**config.mk**
```make
export PLATFORM = sky130hd
export DESIGN_NAME = alu_issue_stage_flat
export DESIGN_NICKNAME = d
export VERILOG_FILES = /design/src/rtl/alu_pkg.sv /design/src/rtl/alu_issue_stage_if.sv /design/src/rtl/alu_regfile.sv /design/src/rtl/alu_issue_stage.sv /design/src/flat_wrapper.sv
export SDC_FILE = /design/constraint.sdc
export NUM_CORES = 1
export LEC_CHECK = 0
export ABC_AREA = 1
export CORE_AREA = 2 2 91 93
export CTS_CLUSTER_DIAMETER = 60
export DETAILED_ROUTE_END_ITERATION = 8
export DIE_AREA = 0 0 93 95
export PLACE_DENSITY = 0.81
export RECOVER_POWER = 50
export SLEW_MARGIN = 20
export SYNTH_ARGS = -nofsm -noshare
export SYNTH_HDL_FRONTEND = slang
export SYNTH_HIERARCHICAL = 1
export SYNTH_SLANG_ARGS = --single-unit
```
**constraint.sdc**
```tcl
create_clock -name clk -period 1.4 [get_ports clk]
set_input_delay 0.28 -clock clk [delete_from_list [all_inputs] [get_ports clk]]
set_output_delay 0.28 -clock clk [all_outputs]
set_load 0.03 [all_outputs]
```
**src/rtl/alu_pkg.sv**
```systemverilog
// Shared types and widths for the ALU issue stage, its register file and its interface.
package alu_pkg;

  localparam int DATA_W = 8;
  localparam int NREGS  = 4;
  localparam int REG_AW = $clog2(NREGS);
  localparam int OP_W   = 2;

  typedef logic [DATA_W-1:0] data_t;
  typedef logic [REG_AW-1:0] reg_addr_t;

  typedef enum logic [OP_W-1:0] {
    OP_AND = 2'b00,
    OP_NOT = 2'b01,
    OP_XOR = 2'b10,
    OP_OR  = 2'b11
  } alu_op_t;

  typedef enum logic [1:0] {
    IDLE = 2'd0,
    EXEC = 2'd1,
    WB   = 2'd2
  } issue_state_t;

endpackage

```
**src/rtl/alu_issue_stage_if.sv**
```systemverilog
// Bundle between the issue stage and its environment (instruction source, loader, external ALU, debug).
// zero_flag exists only when ALU_ZERO_FLAG_EN is defined.
interface alu_issue_stage_if;
  import alu_pkg::*;

  logic      instr_valid;
  logic      instr_ready;
  alu_op_t   instr_op;
  reg_addr_t instr_rd;
  reg_addr_t instr_rs1;
  reg_addr_t instr_rs2;

  logic      ld_valid;
  reg_addr_t ld_addr;
  data_t     ld_data;

  data_t     alu_a;
  data_t     alu_b;
  alu_op_t   alu_opcode;
  data_t     alu_y;

  logic      wb_valid;
  reg_addr_t wb_rd;
  data_t     wb_data;

  reg_addr_t dbg_addr;
  data_t     dbg_data;

`ifdef ALU_ZERO_FLAG_EN
  logic      zero_flag;
`endif

  modport master (
    output instr_valid, instr_op, instr_rd, instr_rs1, instr_rs2,
    output ld_valid, ld_addr, ld_data,
    output alu_y, dbg_addr,
    input  instr_ready, alu_a, alu_b, alu_opcode,
    input  wb_valid, wb_rd, wb_data, dbg_data
`ifdef ALU_ZERO_FLAG_EN
    , input zero_flag
`endif
  );

  modport slave (
    input  instr_valid, instr_op, instr_rd, instr_rs1, instr_rs2,
    input  ld_valid, ld_addr, ld_data,
    input  alu_y, dbg_addr,
    output instr_ready, alu_a, alu_b, alu_opcode,
    output wb_valid, wb_rd, wb_data, dbg_data
`ifdef ALU_ZERO_FLAG_EN
    , output zero_flag
`endif
  );

endinterface

```
**src/rtl/alu_regfile.sv**
```systemverilog
// NREGS x DATA_W register file: two combinational operand reads plus a debug read, no bypass.
// Two write ports per cycle; writeback overrides a load aimed at the same register.
module alu_regfile
  import alu_pkg::*;
(
  input  logic      clk,
  input  logic      rst_n,
  input  reg_addr_t i_ra1,
  output data_t     o_rd1,
  input  reg_addr_t i_ra2,
  output data_t     o_rd2,
  input  reg_addr_t i_dbg_addr,
  output data_t     o_dbg_data,
  input  logic      i_wb_en,
  input  reg_addr_t i_wb_addr,
  input  data_t     i_wb_data,
  input  logic      i_ld_en,
  input  reg_addr_t i_ld_addr,
  input  data_t     i_ld_data
);

  data_t r_mem [NREGS];

  // The later non-blocking write wins, which gives writeback priority over a same-address load.
  always_ff @(posedge clk or negedge rst_n) begin
    if (!rst_n) begin
      for (int i = 0; i < NREGS; i++) begin
        r_mem[i] <= '0;
      end
    end else begin
      if (i_ld_en) begin
        r_mem[i_ld_addr] <= i_ld_data;
      end
      if (i_wb_en) begin
        r_mem[i_wb_addr] <= i_wb_data;
      end
    end
  end

  assign o_rd1      = r_mem[i_ra1];
  assign o_rd2      = r_mem[i_ra2];
  assign o_dbg_data = r_mem[i_dbg_addr];

endmodule

```
**src/rtl/alu_issue_stage.sv**
```systemverilog
// Operand/issue stage for an external 8-bit ALU: IDLE->EXEC->WB, wb_valid two cycles after accept, one instruction per 3 cycles.
// instr_ready is high only in IDLE, so offers in EXEC/WB stay pending; ALU_ZERO_FLAG_EN adds a registered zero flag.
module alu_issue_stage
  import alu_pkg::*;
(
  input logic               clk,
  input logic               rst_n,
  alu_issue_stage_if.slave  bus
);

  issue_state_t r_state;
  issue_state_t w_state_nxt;

  data_t     r_alu_a;
  data_t     r_alu_b;
  alu_op_t   r_alu_op;
  reg_addr_t r_rd;
  data_t     r_result;

  logic  w_accept;
  logic  w_wb;
  data_t w_rs1_data;
  data_t w_rs2_data;

  assign w_accept = bus.instr_valid && (r_state == IDLE);
  assign w_wb     = (r_state == WB);

  always_ff @(posedge clk or negedge rst_n) begin
    if (!rst_n) begin
      r_state <= IDLE;
    end else begin
      r_state <= w_state_nxt;
    end
  end

  always_comb begin
    w_state_nxt = r_state;
    unique case (r_state)
      IDLE:    if (w_accept) w_state_nxt = EXEC;
      EXEC:    w_state_nxt = WB;
      WB:      w_state_nxt = IDLE;
      default: w_state_nxt = IDLE;
    endcase
  end

  // Operands are sampled from the pre-edge register file, so a same-cycle load is not seen.
  always_ff @(posedge clk or negedge rst_n) begin
    if (!rst_n) begin
      r_alu_a  <= '0;
      r_alu_b  <= '0;
      r_alu_op <= OP_AND;
      r_rd     <= '0;
      r_result <= '0;
    end else begin
      if (w_accept) begin
        r_alu_a  <= w_rs1_data;
        r_alu_b  <= w_rs2_data;
        r_alu_op <= bus.instr_op;
        r_rd     <= bus.instr_rd;
      end
      if (r_state == EXEC) begin
        r_result <= bus.alu_y;
      end
    end
  end

  alu_regfile u_regfile (
    .clk        (clk),
    .rst_n      (rst_n),
    .i_ra1      (bus.instr_rs1),
    .o_rd1      (w_rs1_data),
    .i_ra2      (bus.instr_rs2),
    .o_rd2      (w_rs2_data),
    .i_dbg_addr (bus.dbg_addr),
    .o_dbg_data (bus.dbg_data),
    .i_wb_en    (w_wb),
    .i_wb_addr  (r_rd),
    .i_wb_data  (r_result),
    .i_ld_en    (bus.ld_valid),
    .i_ld_addr  (bus.ld_addr),
    .i_ld_data  (bus.ld_data)
  );

  assign bus.instr_ready = (r_state == IDLE);
  assign bus.alu_a       = r_alu_a;
  assign bus.alu_b       = r_alu_b;
  assign bus.alu_opcode  = r_alu_op;
  assign bus.wb_valid    = w_wb;
  assign bus.wb_rd       = r_rd;
  assign bus.wb_data     = r_result;

`ifdef ALU_ZERO_FLAG_EN
  logic r_zero;

  always_ff @(posedge clk or negedge rst_n) begin
    if (!rst_n) begin
      r_zero <= 1'b0;
    end else if (w_wb) begin
      r_zero <= (r_result == '0);
    end
  end

  assign bus.zero_flag = r_zero;
`endif

endmodule
```
**src/flat_wrapper.sv**
```systemverilog
// flat-port wrapper written by rule: the top's interface ports become plain ports
module alu_issue_stage_flat import alu_pkg::*;
  (clk, rst_n, bus_instr_valid, bus_instr_op, bus_instr_rd, bus_instr_rs1, bus_instr_rs2, bus_ld_valid, bus_ld_addr, bus_ld_data, bus_alu_y, bus_dbg_addr, bus_instr_ready, bus_alu_a, bus_alu_b, bus_alu_opcode, bus_wb_valid, bus_wb_rd, bus_wb_data, bus_dbg_data);
  alu_issue_stage_if bus_i ();
  input logic clk;
  input logic rst_n;
  input wire logic [$bits(bus_i.instr_valid)-1:0] bus_instr_valid;
  input wire logic [$bits(bus_i.instr_op)-1:0] bus_instr_op;
  input wire logic [$bits(bus_i.instr_rd)-1:0] bus_instr_rd;
  input wire logic [$bits(bus_i.instr_rs1)-1:0] bus_instr_rs1;
  input wire logic [$bits(bus_i.instr_rs2)-1:0] bus_instr_rs2;
  input wire logic [$bits(bus_i.ld_valid)-1:0] bus_ld_valid;
  input wire logic [$bits(bus_i.ld_addr)-1:0] bus_ld_addr;
  input wire logic [$bits(bus_i.ld_data)-1:0] bus_ld_data;
  input wire logic [$bits(bus_i.alu_y)-1:0] bus_alu_y;
  input wire logic [$bits(bus_i.dbg_addr)-1:0] bus_dbg_addr;
  output wire logic [$bits(bus_i.instr_ready)-1:0] bus_instr_ready;
  output wire logic [$bits(bus_i.alu_a)-1:0] bus_alu_a;
  output wire logic [$bits(bus_i.alu_b)-1:0] bus_alu_b;
  output wire logic [$bits(bus_i.alu_opcode)-1:0] bus_alu_opcode;
  output wire logic [$bits(bus_i.wb_valid)-1:0] bus_wb_valid;
  output wire logic [$bits(bus_i.wb_rd)-1:0] bus_wb_rd;
  output wire logic [$bits(bus_i.wb_data)-1:0] bus_wb_data;
  output wire logic [$bits(bus_i.dbg_data)-1:0] bus_dbg_data;
  assign bus_i.instr_valid = bus_instr_valid;
  assign bus_i.instr_op = bus_instr_op;
  assign bus_i.instr_rd = bus_instr_rd;
  assign bus_i.instr_rs1 = bus_instr_rs1;
  assign bus_i.instr_rs2 = bus_instr_rs2;
  assign bus_i.ld_valid = bus_ld_valid;
  assign bus_i.ld_addr = bus_ld_addr;
  assign bus_i.ld_data = bus_ld_data;
  assign bus_i.alu_y = bus_alu_y;
  assign bus_i.dbg_addr = bus_dbg_addr;
  assign bus_instr_ready = bus_i.instr_ready;
  assign bus_alu_a = bus_i.alu_a;
  assign bus_alu_b = bus_i.alu_b;
  assign bus_alu_opcode = bus_i.alu_opcode;
  assign bus_wb_valid = bus_i.wb_valid;
  assign bus_wb_rd = bus_i.wb_rd;
  assign bus_wb_data = bus_i.wb_data;
  assign bus_dbg_data = bus_i.dbg_data;
  alu_issue_stage u_core (.clk(clk), .rst_n(rst_n), .bus(bus_i));
endmodule
```
# == Word level (Yosys, flattened, before mapping) ==
# Index checks and enable logic that the tools add are counted.
# classes
bitwise_logic,5
n_mux,19
n_eq_ne,3
n_lt_le_gt_ge,7
n_reduce_logical,4
# op_table
operator,count
32-bit bitwise mux,2
32-bit two-way mux,2
8-bit two-way mux,8
8-bit binary-select mux with 2-bit select,3
8-bit demux with 2-bit select,2
"3-bit greater-or-equal comparator, second input constant",5
2-bit NOT with 3-bit output,5
"3-bit by 1-bit < comparator with 1-bit output, second input constant",2
2-bit case mux with 2 select lines,1
1-bit logical AND,3
"2-bit by 1-bit equality test with 1-bit output, second input constant",1
"2-bit equality test, second input constant",1
2-bit logical NOT,1
2-bit two-way mux,1
"2-bit by 1-bit inequality test with 1-bit output, second input constant",1
# totals
elab_cells,48
output_inout_bits,38
regBits,62
input_bits,32

# == Longest topological paths before layout ==
# Gate-level depths: netlist (run 1).
# depth
word_depth,9
ltp_mapped,7
depth_no_buf,6

# == By module ==
# The synthesis (run 1) kept the hierarchy.
# modules_own_cells
mod,area_per_inst_um2,seq_area_each_um2,cells_each,n_inst
alu_regfile,2423.6,800.8,390,1
alu_issue_stage,1189.9,750.7,127,1

# == Worst setup path after synthesis (run 1) ==
# Ideal clock, no wire load.
# synth_path
path_type,flip-flop to flip-flop
from,register u_core.r_state[1]
to,register u_core/u_regfile/r_mem[16] (netlist name)
path_buffers,0
period_less_slack_ns,1.834
path_stages_with_launch,7
required_time_ns,1.334
setup_slack_ns,-0.434
setup_ns,0.066
arrival_time_ns,1.769
path_cell_list,dfrtp_1 inv_1 nor2_1 nand3_1 inv_1 nand2_1 nand2_1
# synth_between
elab_chain_cells,2
# synth_rtl
element,line,text
start: declaration,alu_issue_stage.sv:11,issue_state_t r_state;
start signal: assignment,alu_issue_stage.sv:32,r_state <= w_state_nxt;
2-bit equality test,alu_issue_stage.sv:26,assign w_wb = (r_state == WB);
net bus_wb_valid,flat_wrapper.sv:21,output wire logic [$bits(bus_i.wb_valid)-1:0] bus_wb_valid;
32-bit two-way mux,alu_regfile.sv:34,if (i_wb_en) begin
end signal: indexed assignment,alu_regfile.sv:32,r_mem[i_ld_addr] <= i_ld_data;
end signal: indexed assignment,alu_regfile.sv:35,r_mem[i_wb_addr] <= i_wb_data;
end: declaration,alu_regfile.sv:22,data_t r_mem [NREGS];
# The timed path passes the listed nets, and every way through them passes these cells.
# A chain may end at the register's enable or synchronous reset.

# == Worst setup path in the final report (run 1) ==
# layout_path
from,register u_core.r_state[1]
to,output bus_instr_ready
# layout_between
elab_chain_cells,1
# layout_rtl
element,line,text
2-bit logical NOT,alu_issue_stage.sv:84,assign bus.instr_ready = (r_state == IDLE);
end: declaration,flat_wrapper.sv:17,output wire logic [$bits(bus_i.instr_ready)-1:0] bus_instr_ready;
# Every way passes these cells.

==> metrics.md, run 1 <==
| Metric | Value |
|---|---|
| R2R setup slack | `0.01 ns` |
| Fillers | `714` |
| Clk slew on worst S/H paths | `0.07 ns` |
| Fin area | `5150 sq um` |
| Fin util | `65.0%` |
| Area of the multi-input gates | `1760 sq um` |
| Met1 WL | `4710 um` |
| Mean Syn Cell Area | `6.99 sq um` |
| Worst path max stage delay | `0.42 ns` |
| Slew HR | `44.3%` |
| Status | `finished with violations` |
| Worst-Margin Slew | `0.836 ns` |
| Hold Worst Slack | `0.467 ns` |
| PwrDens | `1670 nW/um^2` |
| Number of buffers added on ports | `69` |
| CTS root buf | `clkbuf_8` |
| IO Pins | `70` |
| Initial antenna violation count | `0` |
| Cell Area, Synth | `3610 sq um` |
| P&R area growth vs syn | `42.6%` |
| RSZ-0062 raised after global routing | `yes` |
| Die X | `93 um` |
| R2r startpoint | `u_core/r_state[1]` |
| Hold crit path type | `reg2reg` |
| Crit-path most repeated cell | `buf_6` |
| CTS H-tree lvls | `3` |
| ANT nets after route | `0` |
| Core Region | `7930 sq um` |
| Worst-Skew Late Latency | `0.34 ns` |
| CP cell instances | `buf_6 > nor2_4 > buf_6` |
| Starting density of the core | `45.6%` |
| Seq. cell area | `1560 sq um` |
| Final setup violation count | `9` |
| FP Rows | `33` |
| Hold_sp | `u_core/bus.alu_opcode[0]` |
| Layout Skew | `0.00470 ns` |
| Share of layout cells above drive strength 1 | `22.6%` |
| Leading cell types in the layout, fill and taps excluded | `217 x nand2_1, 67 x buf_4, 64 x nand3_1, 57 x dfrtp_1, 32 x inv_1` |
| Commonest non-fill, non-tap cell in the layout | `nand2_1` |
| Drt wl/cell | `14.8 um` |
| Reg-to-reg endpoint | `u_core/bus.alu_b[4]` |
| DR vias | `3998` |
| Top sig layer | `met4` |
| Die H | `95 um` |
| Setup crit end kind | `output port` |
| Max-Cap Viols | `0` |
| CTS tree | `built` |
| Crit Path Category | `reg2out` |
| FMAX | `0.691 GHz` |
| Number of global-route vias before repair | `3707` |
| Nets | `674` |
| Drt initial violations | `440` |
| Worst vdd ir | `0.820 mV` |
| CP max stage cell | `dfrtp_1` |
| Peak fanout along the critical path | `2` |
| Mapped Cells | `517` |
| Area fraction of the dominant cell type after synthesis | `42.9%` |
| Critical Path RT | `1.12 ns` |
| Met2 wire length | `5400 um` |
| Worst setup SP type | `register` |
| GP Congestion | `0.904` |
| Ranking of synthesized cells by area | `dfrtp_1 43%, nand2_1 23%, nand3_1 8.9%` |
| Largest net degree at the start of global routing | `63` |
| Final period utilization | `103%` |
| Crit path to | `bus_instr_ready` |
| Remaining DRCs | `0` |
| R2R cell count | `6` |
| Post-route setup slack | `-0.0473 ns` |
| Pleak | `2.70 nW` |
| Post-detail-place hpwl | `7970 um` |
| Syn nets | `549` |
| YS warnings | `6` |
| Total CTS buffers | `9` |
| GRT overflow | `0` |
| Failing checks | `setup timing` |
| Total wire length | `11200 um` |
| Worst Path Arrival | `1.17 ns` |
| Min Clock Period, post-route | `1.45 ns` |
| Met3 wire len | `864 um` |
| Max-slew violation count | `0` |
| DRT Pass-1 Iters | `5` |
| Post-DP Area | `4640 sq um` |
| CP Launch Point | `u_core/r_state[1]` |
| Antenna cells | `0` |
| Final Hold Vio Count | `0` |
| Cell accounting for the most synthesized area | `dfrtp_1` |
| Clk sink count | `62` |
| Drt via density | `5.32` |
| Global-route wire length before repair | `18500 um` |
| Register bit total from synthesis | `62` |
| Clock Tree Buf Depth | `2` |
| Distinct cells, synth | `20` |
| Post-synthesis sequential area ratio | `42.9%` |
| Die area | `8840 sq um` |
| Total GRT Usage | `27.1%` |
## final cells by class
type	count	share of cell area, %
Inverter	52	3.79
Sequential cell	62	30.2
Clock buffer	14	3.55
Timing Repair Buffer	138	25.0
Tap cell	105	2.55
Clock inverter	2	0.729
Multi-Input combinational cell	379	34.1
## report_power, final
group,leakage [nW],internal (mW),switching [mW]
combinational,1.86,1.64,2.32
sequential,0.726,2.40,0.506
clock,0.109,1.02,0.704
## routing by layer
metal / global-route usage, % / up-vias
li1: - / 1922
met1: 36.1 / 1847
met2: 46.7 / 208
met3: 3.75 / 21
met4: 7.23 / 0
met5: 0 / -
## sequential cells by signal, summed over array words and instances, names as in the netlist
signal,count
u_core/bus.wb_rd,2
u_core/bus.wb_data,8
u_core/bus.alu_a,8
u_core/bus.alu_b,8
u_core/u_regfile/r_mem,32
u_core/bus.alu_opcode,2
u_core/r_state,2
## Yosys cell counts (all sizes together)
| master | count |
|---|---|
| a21oi | 24 |
| buf | 11 |
| clkbuf | 13 |
| dfrtp | 62 |
| inv | 52 |
| nand2 | 219 |
| nand3 | 68 |
| nor2 | 12 |
| o211ai | 24 |
| o21ai | 32 |
## worst max-delay path, delay by kind of cell (launching register included)
family / cells / cell delay, ns
DFF: 1 / 0.42
buffers and inverters: 2 / 0.29
and+or+nand+nor: 1 / 0.11
## cell families after synthesis
logic type	count (synthesis)	share of synthesized area [%]
simple gates	299	34.9
flops	62	42.9
compound gates	80	12.7
buf+inv	76	9.38
## what timing repair did
action | in CTS | in global routing
hold endpoints to repair | 62 | 0
gates resized for setup | 64 | 32
endpoints found under the setup margin | 28 | 48
cloned | 1 | 0
pin swaps | 12 | 6
hold buffers | 1 | 0
setup buffers | 24 | 2
## stage by stage
| step | total power, mW | instances | setup WS (ns) | setup TNS, ns |
|---|---|---|---|---|
| 5_1_grt | 9.11 | 752 | -0.126 | -2.74 |
| 6_report | 8.60 | 752 | -0.0473 | -0.237 |
| 3_5_place_dp | 6.37 | 708 | -0.267 | -8.58 |
| 3_3_place_gp | 6.28 | 708 | -0.234 | -7.29 |
| 4_1_cts | 8.48 | 750 | -0.0490 | -0.277 |
| 2_1_floorplan | 4.83 | 517 | 0.00655 | 0 |
## worst min-delay path by stage
stage / endpoint / slack [ns] / cells past startpoint
2_1_floorplan: u_core/bus.alu_a[0] / -0.02 / 0
3_3_place_gp: u_core/bus.wb_data[6] / 0.31 / 2
3_5_place_dp: u_core/bus.wb_data[6] / 0.32 / 2
4_1_cts: u_core/bus.wb_data[5] / 0.46 / 3
5_1_grt: u_core/bus.wb_data[2] / 0.48 / 3
6_report: u_core/bus.alu_opcode[0] / 0.47 / 2
No activity file was read; power rests on OpenSTA's default activity.
==> run 2: changes to the inputs <==
CORE_AREA = 2 2 93 95   (was 2 2 91 93)
DIE_AREA = 0 0 95 97   (was 0 0 93 95)
MAX_ROUTING_LAYER = met4   (was unset)
PLACE_DENSITY = 0.78   (was 0.81)
==> run 2 against run 1 <==
Compared with the run above: the run still ends with setup timing left; global-route usage down 1.2 points; sequential share of layout area up 0.76 points; setup slack worse by 0.055 ns; critical path type unchanged; die area up 4.3%.
==> metrics.md, run 2 (synthesis results as in run 1) <==
| Metric | Value |
|---|---|
| Fillers | `737` |
| Worst-Margin Slew | `0.512 ns` |
| CTS H-tree lvls | `3` |
| Cell Count Post-Placement | `705` |
| R2r startpoint | `u_core/r_state[0]` |
| FMAX | `0.665 GHz` |
| DR vias | `3910` |
| Die H | `97 um` |
| Global-route wire length before repair | `18000 um` |
| Power after layout | `8.51 mW` |
| Finished Layout Cells | `742` |
| Drt via density | `5.27` |
| P&R area growth vs syn | `38.9%` |
| Peak fanout along the critical path | `4` |
| Number of buffers added on ports | `69` |
| Drt initial violations | `300` |
| Remaining DRCs | `0` |
| R2R cell count | `5` |
| GRT overflow | `0` |
| Status | `finished with violations` |
| Setup TNS | `-0.395 ns` |
| Post-detail-place hpwl | `8150 um` |
| Core Region | `8130 sq um` |
| Slew HR | `65.8%` |
| IO Pins | `70` |
| Max-Cap Viols | `0` |
| Crit Path Category | `reg2out` |
| Initial antenna violation count | `0` |
| Antenna cells | `0` |
| Post-route setup slack | `-0.103 ns` |
| Failing checks | `setup timing` |
| PwrDens | `1690 nW/um^2` |
| Area of the multi-input gates | `1740 sq um` |
| Clk slew on worst S/H paths | `0.07 ns` |
| GP Congestion | `0.882` |
| R2R setup slack | `0.08 ns` |
| Worst Path Arrival | `1.22 ns` |
| CTS tree | `built` |
| DRT Pass-1 Iters | `5` |
| Seq. cell area | `1560 sq um` |
| Worst-Skew Late Latency | `0.34 ns` |
| Die area | `9220 sq um` |
| Commonest non-fill, non-tap cell in the layout | `nand2_1` |
| RSZ-0062 raised after global routing | `yes` |
| CTS root buf | `clkbuf_8` |
| Pleak | `2.61 nW` |
| Total GRT Usage | `26.0%` |
| Critical Path RT | `1.12 ns` |
| Min Clock Period, post-route | `1.50 ns` |
| Worst setup SP type | `register` |
| Total wire length | `11300 um` |
| Number of global-route vias before repair | `3659` |
| Starting density of the core | `44.4%` |
| ANT nets after route | `0` |
| Final period utilization | `107%` |
| Final setup violation count | `8` |
| Clk sink count | `62` |
| Drt wl/cell | `15.2 um` |
| FP Rows | `33` |
| Total CTS buffers | `9` |
| Die X | `95 um` |
| Hold crit path type | `in2async` |
| Clock Tree Buf Depth | `2` |
| Reg-to-reg endpoint | `u_core/bus.alu_a[5]` |
| Most flops, register | `u_core/u_regfile/r_mem` |
| Final Hold Vio Count | `0` |
| Nets | `664` |
| Worst vdd ir | `0.786 mV` |
| Largest net degree at the start of global routing | `45` |
| Fin util | `61.7%` |
| Layout Skew | `0.00706 ns` |
| Max-slew violation count | `0` |
| Leading cell types in the layout, fill and taps excluded | `217 x nand2_1, 63 x nand3_1, 59 x dfrtp_1, 58 x buf_4, 30 x inv_1` |
| Setup crit end kind | `output port` |
| Share of layout cells above drive strength 1 | `21.7%` |
| Flip-flop count of the largest register after layout | `32` |
run 2: cell type report:
class	count	share of cell area, %
multi-input cells	379	34.6
flip-flops and latches	62	31.0
repair buffers	128	23.4
inverters	52	3.96
clock buffers	10	2.74
well taps	105	2.62
clock inverters	6	1.70
run 2: metal layers:
| metal | wire [um] | GRT usage (%) | up-vias |
|---|---|---|---|
| li1 | - | - | 1900 |
| met1 | 5050 | 35.4 | 1795 |
| met2 | 5090 | 39.0 | 198 |
| met3 | 1020 | 6.31 | 17 |
| met4 | 133 | 6.58 | 0 |
| met5 | 0 | - | - |
run 2: what timing repair did:
action | in CTS | in global routing
setup endpoints to repair | 28 | 51
hold buffers | 1 | 0
gates resized for setup | 59 | 34
endpoints found under the hold margin | 8 | 0
buffers inserted | 14 | 5
pin swaps | 11 | 5
cloned | 1 | 0
run 2: critical path, cell delays in order, from the launching register on:
cell and delay (ns):
dfrtp_1 0.44, o211ai_1 0.20, nand2_1 0.10, buf_6 0.15
run 2: power by group:
| part | internal [mW] | switching [mW] | total [mW] |
|---|---|---|---|
| clock | 1.04 | 0.713 | 1.76 |
| combinational | 1.52 | 2.23 | 3.76 |
| sequential | 2.40 | 0.594 | 2.99 |
run 2: how the worst max path moves through the flow:
stage,from,to,slack (ns)
finish,u_core/u_regfile/r_mem[13],bus_dbg_data[5],-0.10
global route,u_core/u_regfile/r_mem[21],bus_dbg_data[5],-0.16
CTS,u_core/u_regfile/r_mem[13],bus_dbg_data[5],-0.07
detailed placement,bus_dbg_addr[0],bus_dbg_data[5],-0.28
global placement,bus_dbg_addr[0],bus_dbg_data[2],-0.23
floorplan,u_core/r_state[0],u_core/u_regfile/r_mem[16],0.007
run 2: through the flow:
stage	area [sq um]	worst slack, ns	hold WS, ns
final	5020	-0.103	0.420
after global placement	4600	-0.227	0.152
after global routing	5020	-0.163	0.466
after CTS	4990	-0.0732	0.329
after detailed placement	4600	-0.276	0.154
after floorplan	3620	0.00655	-0.0156
==> run 3: changes to the inputs <==
ABC_CLOCK_PERIOD_IN_PS = 1400   (was unset)
SLEW_MARGIN = 40   (was 20)
==> results of run 3 <==
Same layout as run 2: the final DEF is identical, and so are final timing and power.
